$ cat src/rtl/mod_unit.sv
// Sequential signed remainder unit: 16-cycle restoring shift-subtract on operand magnitudes.
// The result is sign-corrected to follow the dividend and registered on completion.
module mod_unit (
  output logic signed [15:0] O,
  input  logic signed [15:0] X,
  input  logic signed [15:0] Y,
  input  logic               clk,
  input  logic               L,
  input  logic               rst_n,
  output logic               busy
);

  typedef enum logic [0:0] {StIdle, StCalc} state_e;

  state_e             state_q, state_d;
  logic        [16:0] dvd_q, dvd_d;
  logic        [16:0] dvs_q, dvs_d;
  logic        [16:0] rem_q, rem_d;
  logic               neg_q, neg_d;
  logic        [4:0]  cnt_q, cnt_d;
  logic signed [15:0] o_q, o_d;

  logic [16:0] x_ext, y_ext, mag_x, mag_y;
  logic [16:0] rem_shift, rem_step;
  logic        last_step;
  logic        unused_bits;

  // 17 bits so that -32768 has a representable magnitude.
  assign x_ext = {X[15], X};
  assign y_ext = {Y[15], Y};
  assign mag_x = X[15] ? (~x_ext + 17'd1) : x_ext;
  assign mag_y = Y[15] ? (~y_ext + 17'd1) : y_ext;

  // Partial remainder stays below 2^16 (divisor <= 32768, or zero divisor), so bit 16 never
  // needs to be shifted; dividend magnitude never exceeds 2^15.
  assign rem_shift = {rem_q[15:0], dvd_q[15]};
  assign rem_step  = (rem_shift >= dvs_q) ? (rem_shift - dvs_q) : rem_shift;
  assign last_step = (state_q == StCalc) && (cnt_q == 5'd1);

  assign unused_bits = ^{rem_q[16], dvd_q[16]};

  always_ff @(posedge clk or negedge rst_n) begin
    if (!rst_n) begin
      state_q <= StIdle;
      dvd_q   <= '0;
      dvs_q   <= '0;
      rem_q   <= '0;
      neg_q   <= 1'b0;
      cnt_q   <= '0;
      o_q     <= '0;
    end else begin
      state_q <= state_d;
      dvd_q   <= dvd_d;
      dvs_q   <= dvs_d;
      rem_q   <= rem_d;
      neg_q   <= neg_d;
      cnt_q   <= cnt_d;
      o_q     <= o_d;
    end
  end

  always_comb begin
    state_d = state_q;
    if (L) begin
      state_d = StCalc;
    end else if (last_step) begin
      state_d = StIdle;
    end
  end

  // A load in either state (re)starts the operation; O is untouched until completion.
  always_comb begin
    dvd_d = dvd_q;
    dvs_d = dvs_q;
    rem_d = rem_q;
    neg_d = neg_q;
    cnt_d = cnt_q;
    o_d   = o_q;
    if (L) begin
      dvd_d = mag_x;
      dvs_d = mag_y;
      rem_d = '0;
      neg_d = X[15];
      cnt_d = 5'd16;
    end else if (state_q == StCalc) begin
      dvd_d = {dvd_q[15:0], 1'b0};
      rem_d = rem_step;
      cnt_d = cnt_q - 5'd1;
      if (last_step) begin
        o_d = neg_q ? -rem_step[15:0] : rem_step[15:0];
      end
    end
  end

  assign O    = o_q;
  assign busy = (state_q == StCalc);

endmodule

$ cat config.mk
export PLATFORM = sky130hd
export DESIGN_NAME = mod_unit
export DESIGN_NICKNAME = d
export VERILOG_FILES = /design/src/rtl/mod_unit.sv
export SDC_FILE = /design/constraint.sdc
export NUM_CORES = 1
export LEC_CHECK = 0
export BUFFER_PORTS_ARGS = -buffer_cell sky130_fd_sc_hd__buf_4
export CAP_MARGIN = 20
export CELL_PAD_IN_SITES_DETAIL_PLACEMENT = 1
export CELL_PAD_IN_SITES_GLOBAL_PLACEMENT = 1
export CORE_MARGIN = 10
export CORE_UTILIZATION = 30
export DETAILED_ROUTE_END_ITERATION = 10
export HOLD_SLACK_MARGIN = 0.03
export PLACE_DENSITY = 0.6
export SKIP_CTS_REPAIR_TIMING = 1
export SLEW_MARGIN = 20
export SYNTH_ARGS = -nofsm -noshare
export SYNTH_HDL_FRONTEND = slang
export SYNTH_SLANG_ARGS = --single-unit
export TNS_END_PERCENT = 5
$ cat constraint.sdc
create_clock -name clk -period 4.7 [get_ports clk]
set_input_delay 0.235 -clock clk [delete_from_list [all_inputs] [get_ports clk]]
set_output_delay 0.235 -clock clk [all_outputs]
set_load 0.02 [all_outputs]
==> results of run 1 <==
[routing by layer]
metal	share of wire (%)	wire length [µm]	track usage, %
met1	51	6610	16.8
met2	44	5720	19.1
met3	3.5	461	2.61
met4	1.6	203	4.46
met5	0	0	0
[worst max-delay path, cell delays in order (launching register included)]
cell and delay, ns:
dfrtp_1 0.49, ha_1 0.41, a21o_1 0.23, a21o_1 0.19, a21oi_2 0.22, a21o_4 0.18
a21o_1 0.36, mux2i_1 0.33, ha_1 0.29, nand2_1 0.09, nor4_1 0.23, a41oi_1 0.15
o31ai_1 0.36, xnor2_1 0.18, o21ai_1 0.07
[power breakdown]
group / switching (mW) / internal (mW) / leakage, nW
combinational: 0.617 / 0.445 / 1.66
sequential: 0.110 / 0.739 / 0.912
clock: 0.260 / 0.509 / 0.163
total: 0.987 / 1.69 / 2.74
[final timing paths]
| check | startpoint | to |
|---|---|---|
| max in group asynchronous | rst_n | busy$_DFFE_PN0P_ |
| min in group clk | X[0] | dvd_q[0]$_DFFE_PN0P_ |
| setup / recovery | rem_q[5]$_DFFE_PN0P_ | O[12]$_DFFE_PN0P_ |
| hold reg to reg | O[3]$_DFFE_PN0P_ | O[3]$_DFFE_PN0P_ |
| setup reg to reg | rem_q[5]$_DFFE_PN0P_ | O[12]$_DFFE_PN0P_ |
| hold / removal | rst_n | dvs_q[5]$_DFFE_PN0P_ |
[final cells by class]
type / instances / area [µm²] / area share, %
clock inverter: 2 / 60.1 / 1.03
timing repair buffer: 54 / 405 / 6.95
multi-input combinational: 438 / 2910 / 49.9
tap: 216 / 270 / 4.64
sequential: 72 / 1800 / 30.9
inverter: 28 / 105 / 1.80
clock buffer: 14 / 274 / 4.70
[Yosys cell counts (2+ instances only)]
master,instances
a211oi_1,16
inv_1,28
or3_1,4
nor3b_1,2
dfrtp_1,72
nand4_1,5
xor2_1,21
nand3_1,6
nor2b_1,3
o21ai_0,46
ha_1,22
nor4b_2,2
mux2_2,5
clkbuf_1,20
o41ai_1,2
or4_1,2
a21oi_1,31
o31ai_1,7
and3_1,3
buf_1,3
o22ai_1,3
xnor2_1,37
nand2b_1,5
nor4_1,6
nor3_1,11
o21a_1,2
nand2_1,62
a31oi_1,4
a21o_1,7
buf_6,4
nor2_1,58
o21ai_1,7
nand3b_1,3
a21oi_2,3
mux2i_1,31
or2_2,2
[state kept, by name (all words and copies together) (netlist names)]
signal  cells
dvd_q      16
neg_q       1
rem_q      16
busy        1
dvs_q      17
cnt_q       5
O          16
[cells by family after synthesis]
logic type	synth area share, %
muxes	7.39
adders and majority gates	5.95
DFF	36.3
buffers and inverters	5.02
AOI/OAI and AO/OA	17.9
and+or+nand+nor	17.2
xor gates and xnor gates	10.2
[per-stage QoR]
stage	cell area, µm²	setup slack, ns	hold slack (ns)	std cells	power (mW)
after floorplan	4960	1.23	-0.0606	567	1.61
after global placement	5500	1.04	0.443	808	1.90
after detailed placement	5500	0.799	0.452	808	1.93
after CTS	5830	0.766	0.0846	824	2.72
after global routing	5830	0.375	0.119	824	2.90
final	5830	0.783	-0.00518	824	2.68
[cell usage in the layout (no fill, tap or decap), types with 5 or more instances in the layout]
| cell | instances |
|---|---|
| ha_1 | 22 |
| mux2i_1 | 31 |
| a21o_1 | 7 |
| nand2b_1 | 5 |
| dfrtp_1 | 71 |
| nor3_1 | 11 |
| inv_1 | 28 |
| nand4_1 | 5 |
| o21ai_1 | 7 |
| xnor2_1 | 37 |
| buf_4 | 54 |
| a211oi_1 | 16 |
| xor2_1 | 21 |
| a21oi_1 | 31 |
| nand3_1 | 6 |
| o31ai_1 | 7 |
| mux2_2 | 5 |
| nor2_1 | 58 |
| o21ai_0 | 46 |
| nand2_1 | 62 |
| nor4_1 | 6 |
| clkbuf_16 | 9 |
==> metrics.md, run 1 <==
| Metric | Value |
|---|---|
| Status | `finished with violations` |
| Failing checks | `hold timing` |
| CTS buffer count | `9` |
| Hold crit path type | `in2async` |
| 1st-pass router iterations | `4` |
| Final RePlAce weighted congestion | `0.821` |
| Yosys top cell by area | `dfrtp_1` |
| Syn. warnings | `0` |
| Die area | `0.0221 mm²` |
| Avg Inst Size Synth | `between 8 and 9 µm²` |
| Clk root buf | `clkbuf_16` |
| WHS | `-0.00518 ns` |
| Initial Util | `30.9%` |
| Setup TNS | `0 ns` |
| # setup viols final | `0` |
| Yosys cell types | `58` |
| Max_slew headroom | `about 37%` |
| Row cnt | `46` |
| CTS tree | `done` |
| Maximum clock rate | `around 260 MHz` |
| CP arrival | `approximately 4.1 ns` |
| Hold Fails Final Rpt | `2` |
| DRC violations left | `0` |
| Largest net degree at the start of global routing | `89` |
| Ant diodes | `0` |
| I/O Buffers | `51` |
| Layout Area Growth over Synthesis | `17.5%` |
| DRT Wirelength | `~13 mm` |
| Vias in the first global route | `approximately 4400` |
| CTS sink count | `72` |
| Final core utilization | `a little over a third` |
| Worst Path Required | `~4.9 ns` |
| Slew Limit Fails | `0` |
| Post-DP HPWL | `roughly 9.9 mm` |
| Wire length of the first global-routing pass | `between 20 and 25 mm` |
| Iteration-0 DRC Markers | `around 150` |
| Fin crit period | `3.92 ns` |
| Synthesized flop and latch total | `just over 70` |
| Leak | `between 2 and 3 nW` |
| Worst-path maximum fanout | `12` |
| Syn Nets | `roughly 630` |
| Post-route ant nets | `0` |
| RSZ-0062 raised after global routing | `no` |
| CP Class | `reg2reg` |
| Io pins | `between 50 and 60` |
| Post-synth EDFFs | `0` |
| Global route overflow | `0` |
| Worst-margin pin slew | `approximately 0.94 ns` |
| Cells on worst reg2reg path | `14` |
| VDD IR max | `between 0.0002 and 0.00025 V` |
| Vias | `4091` |
| Max H-tree Level | `3` |
| Synth area leaders | `dfrtp_1 36%, xnor2_1 6.5%, mux2i_1 6.3%` |
| Final period util | `83.3%` |
| Max-cap violations | `0` |
| Share of cells above drive strength 1 | `between 10% and 20%` |
| Ys async rst share | `between 90% and 100%` |
| Mapped Cells | `567` |
| PwrDens | `about 460 mW/mm²` |
| Most used DFF post-synth | `dfrtp_1` |
| Setup crit end kind | `flip-flop` |
| R2R Setup Slk | `roughly 0.78 ns` |
| Final setup skew | `approximately 0.0060 ns` |
| Core area | `between 0.015 and 0.02 mm²` |
| Wire per inst | `approximately 16 µm` |
| Sequential area share after synthesis | `between 30% and 40%` |
| Initial antenna violation count | `0` |
| Worst skew pair latency | `between 0.3 and 0.4 ns` |
| Die Y | `roughly 150 µm` |
| Nets | `661` |
| Register clock-pin slew on the reported worst setup and hold paths | `~0.060 ns` |
| Mapped cell area | `0.00496 mm²` |
| Gr usage total | `between 10% and 20%` |
| CP Launch Type | `flip-flop` |
| Synth top area share | `a little over a third` |
| Fill cell count | `around 1900` |
| DR vias/cell | `4.96` |
| Die width | `149 µm` |
| Clk buf depth | `2` |
Note: power is estimated with default switching activity, not from simulation.
==> run 2, diff against run 1 <==
==> constraint.sdc (replaced) <==
create_clock -name clk -period 3.8 [get_ports clk]
set_input_delay 0.19 -clock clk [delete_from_list [all_inputs] [get_ports clk]]
set_output_delay 0.19 -clock clk [all_outputs]
set_load 0.02 [all_outputs]
==> metrics.md, run 2 (same netlist as run 1, synthesis figures left out) <==
| Metric | Value |
|---|---|
| Status | `finished with violations` |
| Failing checks | `hold timing` |
| Final core utilization | `a little over a third` |
| Slowest stage delay, CP | `between 0.4 and 0.5 ns` |
| Worst r2r src | `rem_q[0]$_DFFE_PN0P_` |
| Max_slew headroom | `37.1%` |
| Clk buf depth | `2` |
| Finished Layout Cells | `just over 800` |
| Post-route ant nets | `0` |
| CP top delay family | `compound AO/OA/AOI/OAI gates` |
| Initial antenna violation count | `0` |
| Clk root buf | `clkbuf_16` |
| VDD IR max | `approximately 0.00023 V` |
| Fill cell count | `1867` |
| DRT Wirelength | `13.0 mm` |
| Clock share of power | `approximately 25%` |
| Biggest register | `dvs_q` |
| Iteration-0 DRC Markers | `~170` |
| CP Class | `reg2reg` |
| Leak | `2.75 nW` |
| Final setup skew | `between 0.008 and 0.009 ns` |
| Switching Fraction | `around two fifths` |
| Met2 WL post-DR | `between 5 and 6 mm` |
| Wire per inst | `15.7 µm` |
| Register area | `about 0.0018 mm²` |
| Met1 wire length | `roughly 6.5 mm` |
| Int Power | `1.94 mW` |
| Io pins | `52` |
| DRC violations left | `0` |
| CP max stage cell | `dfrtp_1` |
| Worst skew pair latency | `0.34 ns` |
| CP arrival | `roughly 3.7 ns` |
| Share of cells above drive strength 1 | `between 15 and 20%` |
| Gr usage total | `about 12%` |
| WHS | `-0.0354 ns` |
| I/O Buffers | `roughly 50` |
| Nets | `between 600 and 700` |
| Final RePlAce weighted congestion | `0.827` |
| 1st-pass router iterations | `4` |
| Setup crit end kind | `flip-flop` |
| Post-DP HPWL | `~9.9 mm` |
| Sequential Power Share | `about 33%` |
| Hold Fails Final Rpt | `18` |
| Row cnt | `46` |
| Fin crit period | `about 3.5 ns` |
| Slew Limit Fails | `0` |
| Global route overflow | `0` |
| # setup viols final | `0` |
| CTS sink count | `just over 70` |
| Vias | `between 4000 and 5000` |
| Max H-tree Level | `3` |
| Die Y | `approximately 150 µm` |
| Most frequent cells in the layout | `71 x dfrtp_1, 62 x nand2_1, 60 x buf_4` |
| Commonest non-fill, non-tap cell in the layout | `dfrtp_1` |
| Worst-margin pin slew | `around 0.94 ns` |
| CP Launch Type | `flip-flop` |
| Cells on worst reg2reg path | `14` |
| Inst Count DP | `around 810` |
| Wire length of the first global-routing pass | `around 22 mm` |
| Switching power | `around 1.2 mW` |
| Area of the multi-input gates | `around 0.0029 mm²` |
| R2R Setup Slk | `just under 0.3 ns` |
| Reg2Reg Capture Point | `O[14]$_DFFE_PN0P_` |
| Final period util | `92.4%` |
| CTS buffer count | `9` |
| Die width | `149 µm` |
| Worst Path Required | `between 4 and 5 ns` |
| Layout Area Growth over Synthesis | `17.2%` |
| Vias in the first global route | `between 4000 and 5000` |
| DR top layer | `met4` |
| PwrDens | `between 500 and 600 mW/mm²` |
| Hold crit path type | `in2async` |
| Core area | `~0.016 mm²` |
| Initial Util | `a little under a third` |
| Maximum clock rate | `roughly 280 MHz` |
| Max-cap violations | `0` |
| Critical path cell sequence | `ha_1 > nor2b_1 > o21a_4 > o31ai_2 > a21o_4 > a21o_1 > mux2i_1 > ha_1 > nand2_1 > nor4_1 > a41oi_1 > o31ai_1 > xor2_1 > o21ai_0` |
| Setup TNS | `0 ns` |
| Die area | `0.0221 mm²` |
| CTS tree | `done` |
| Register clock-pin slew on the reported worst setup and hold paths | `around 0.06 ns` |
| Met3 Wirelength | `between 400 and 500 µm` |
| Combinational share of power | `roughly 42%` |
| WP buf/inv | `0` |
| Number of flip-flops in the largest register | `17` |
| Worst-path maximum fanout | `6` |
| DR vias/cell | `slightly below 5` |
| Most frequent CP cell | `ha_1` |
| Ant diodes | `0` |
| Largest net degree at the start of global routing | `73` |
[run 2: cell count changes in the layout (fill, tap and decap cells not counted)]
cell and delta:
nor4b_4 +1, clkbuf_1 +1, nor4b_2 -1, buf_4 +6
clkbuf_8 -2, o21ai_1 +1, clkinv_2 +2, bufinv_16 -2
o21ai_0 -1, clkinv_4 +1
[run 2: worst max-delay path by stage]
stage	start	endpoint	slack [ns]	cells past startpoint
after floorplan	rem_q[5]$_DFFE_PN0P_	O[14]$_DFFE_PN0P_	0.33	17
final	rem_q[0]$_DFFE_PN0P_	O[14]$_DFFE_PN0P_	0.29	14
after CTS	rem_q[0]$_DFFE_PN0P_	O[14]$_DFFE_PN0P_	0.29	14
after global routing	rem_q[9]$_DFFE_PN0P_	O[10]$_DFFE_PN0P_	-0.01	14
after detailed placement	rem_q[0]$_DFFE_PN0P_	O[14]$_DFFE_PN0P_	0.29	14
after global placement	rem_q[5]$_DFFE_PN0P_	O[14]$_DFFE_PN0P_	0.39	14
[run 2: area by class of cell]
type	count	share of cell area (%)
inverters	28	1.81
repair buffers	60	7.74
clock inverters	3	0.323
flip-flops and latches	72	31.0
multi-input cells	438	50.2
clock buffers	13	4.30
well taps	216	4.65
[run 2: power by group through the flow]
stage | logic [mW] | clock network (mW) | registers (mW)
2_1_floorplan | 0.911 | 0 | 1.08
3_3_place_gp | 1.31 | 0 | 1.05
3_5_place_dp | 1.34 | 0 | 1.06
4_1_cts | 1.35 | 0.814 | 1.05
5_1_grt | 1.51 | 0.848 | 1.07
6_report | 1.34 | 0.785 | 1.05
[run 2: per-layer routing]
metal,up-vias,global-route usage [%]
met3,15,2.55
met4,0,5.55
met1,1973,16.6
li1,2062,-
met5,-,0
met2,59,18.7
[run 2: per-stage QoR]
stage	area [µm²]	power [mW]	hold slack, ns	setup slack (ns)
after detailed placement	5540	2.40	0.404	0.291
after CTS	5810	3.21	0.0312	0.287
after global routing	5820	3.43	0.0747	-0.0118
after global placement	5540	2.36	0.397	0.393
after floorplan	4960	1.99	-0.106	0.331
final	5820	3.17	-0.0354	0.289
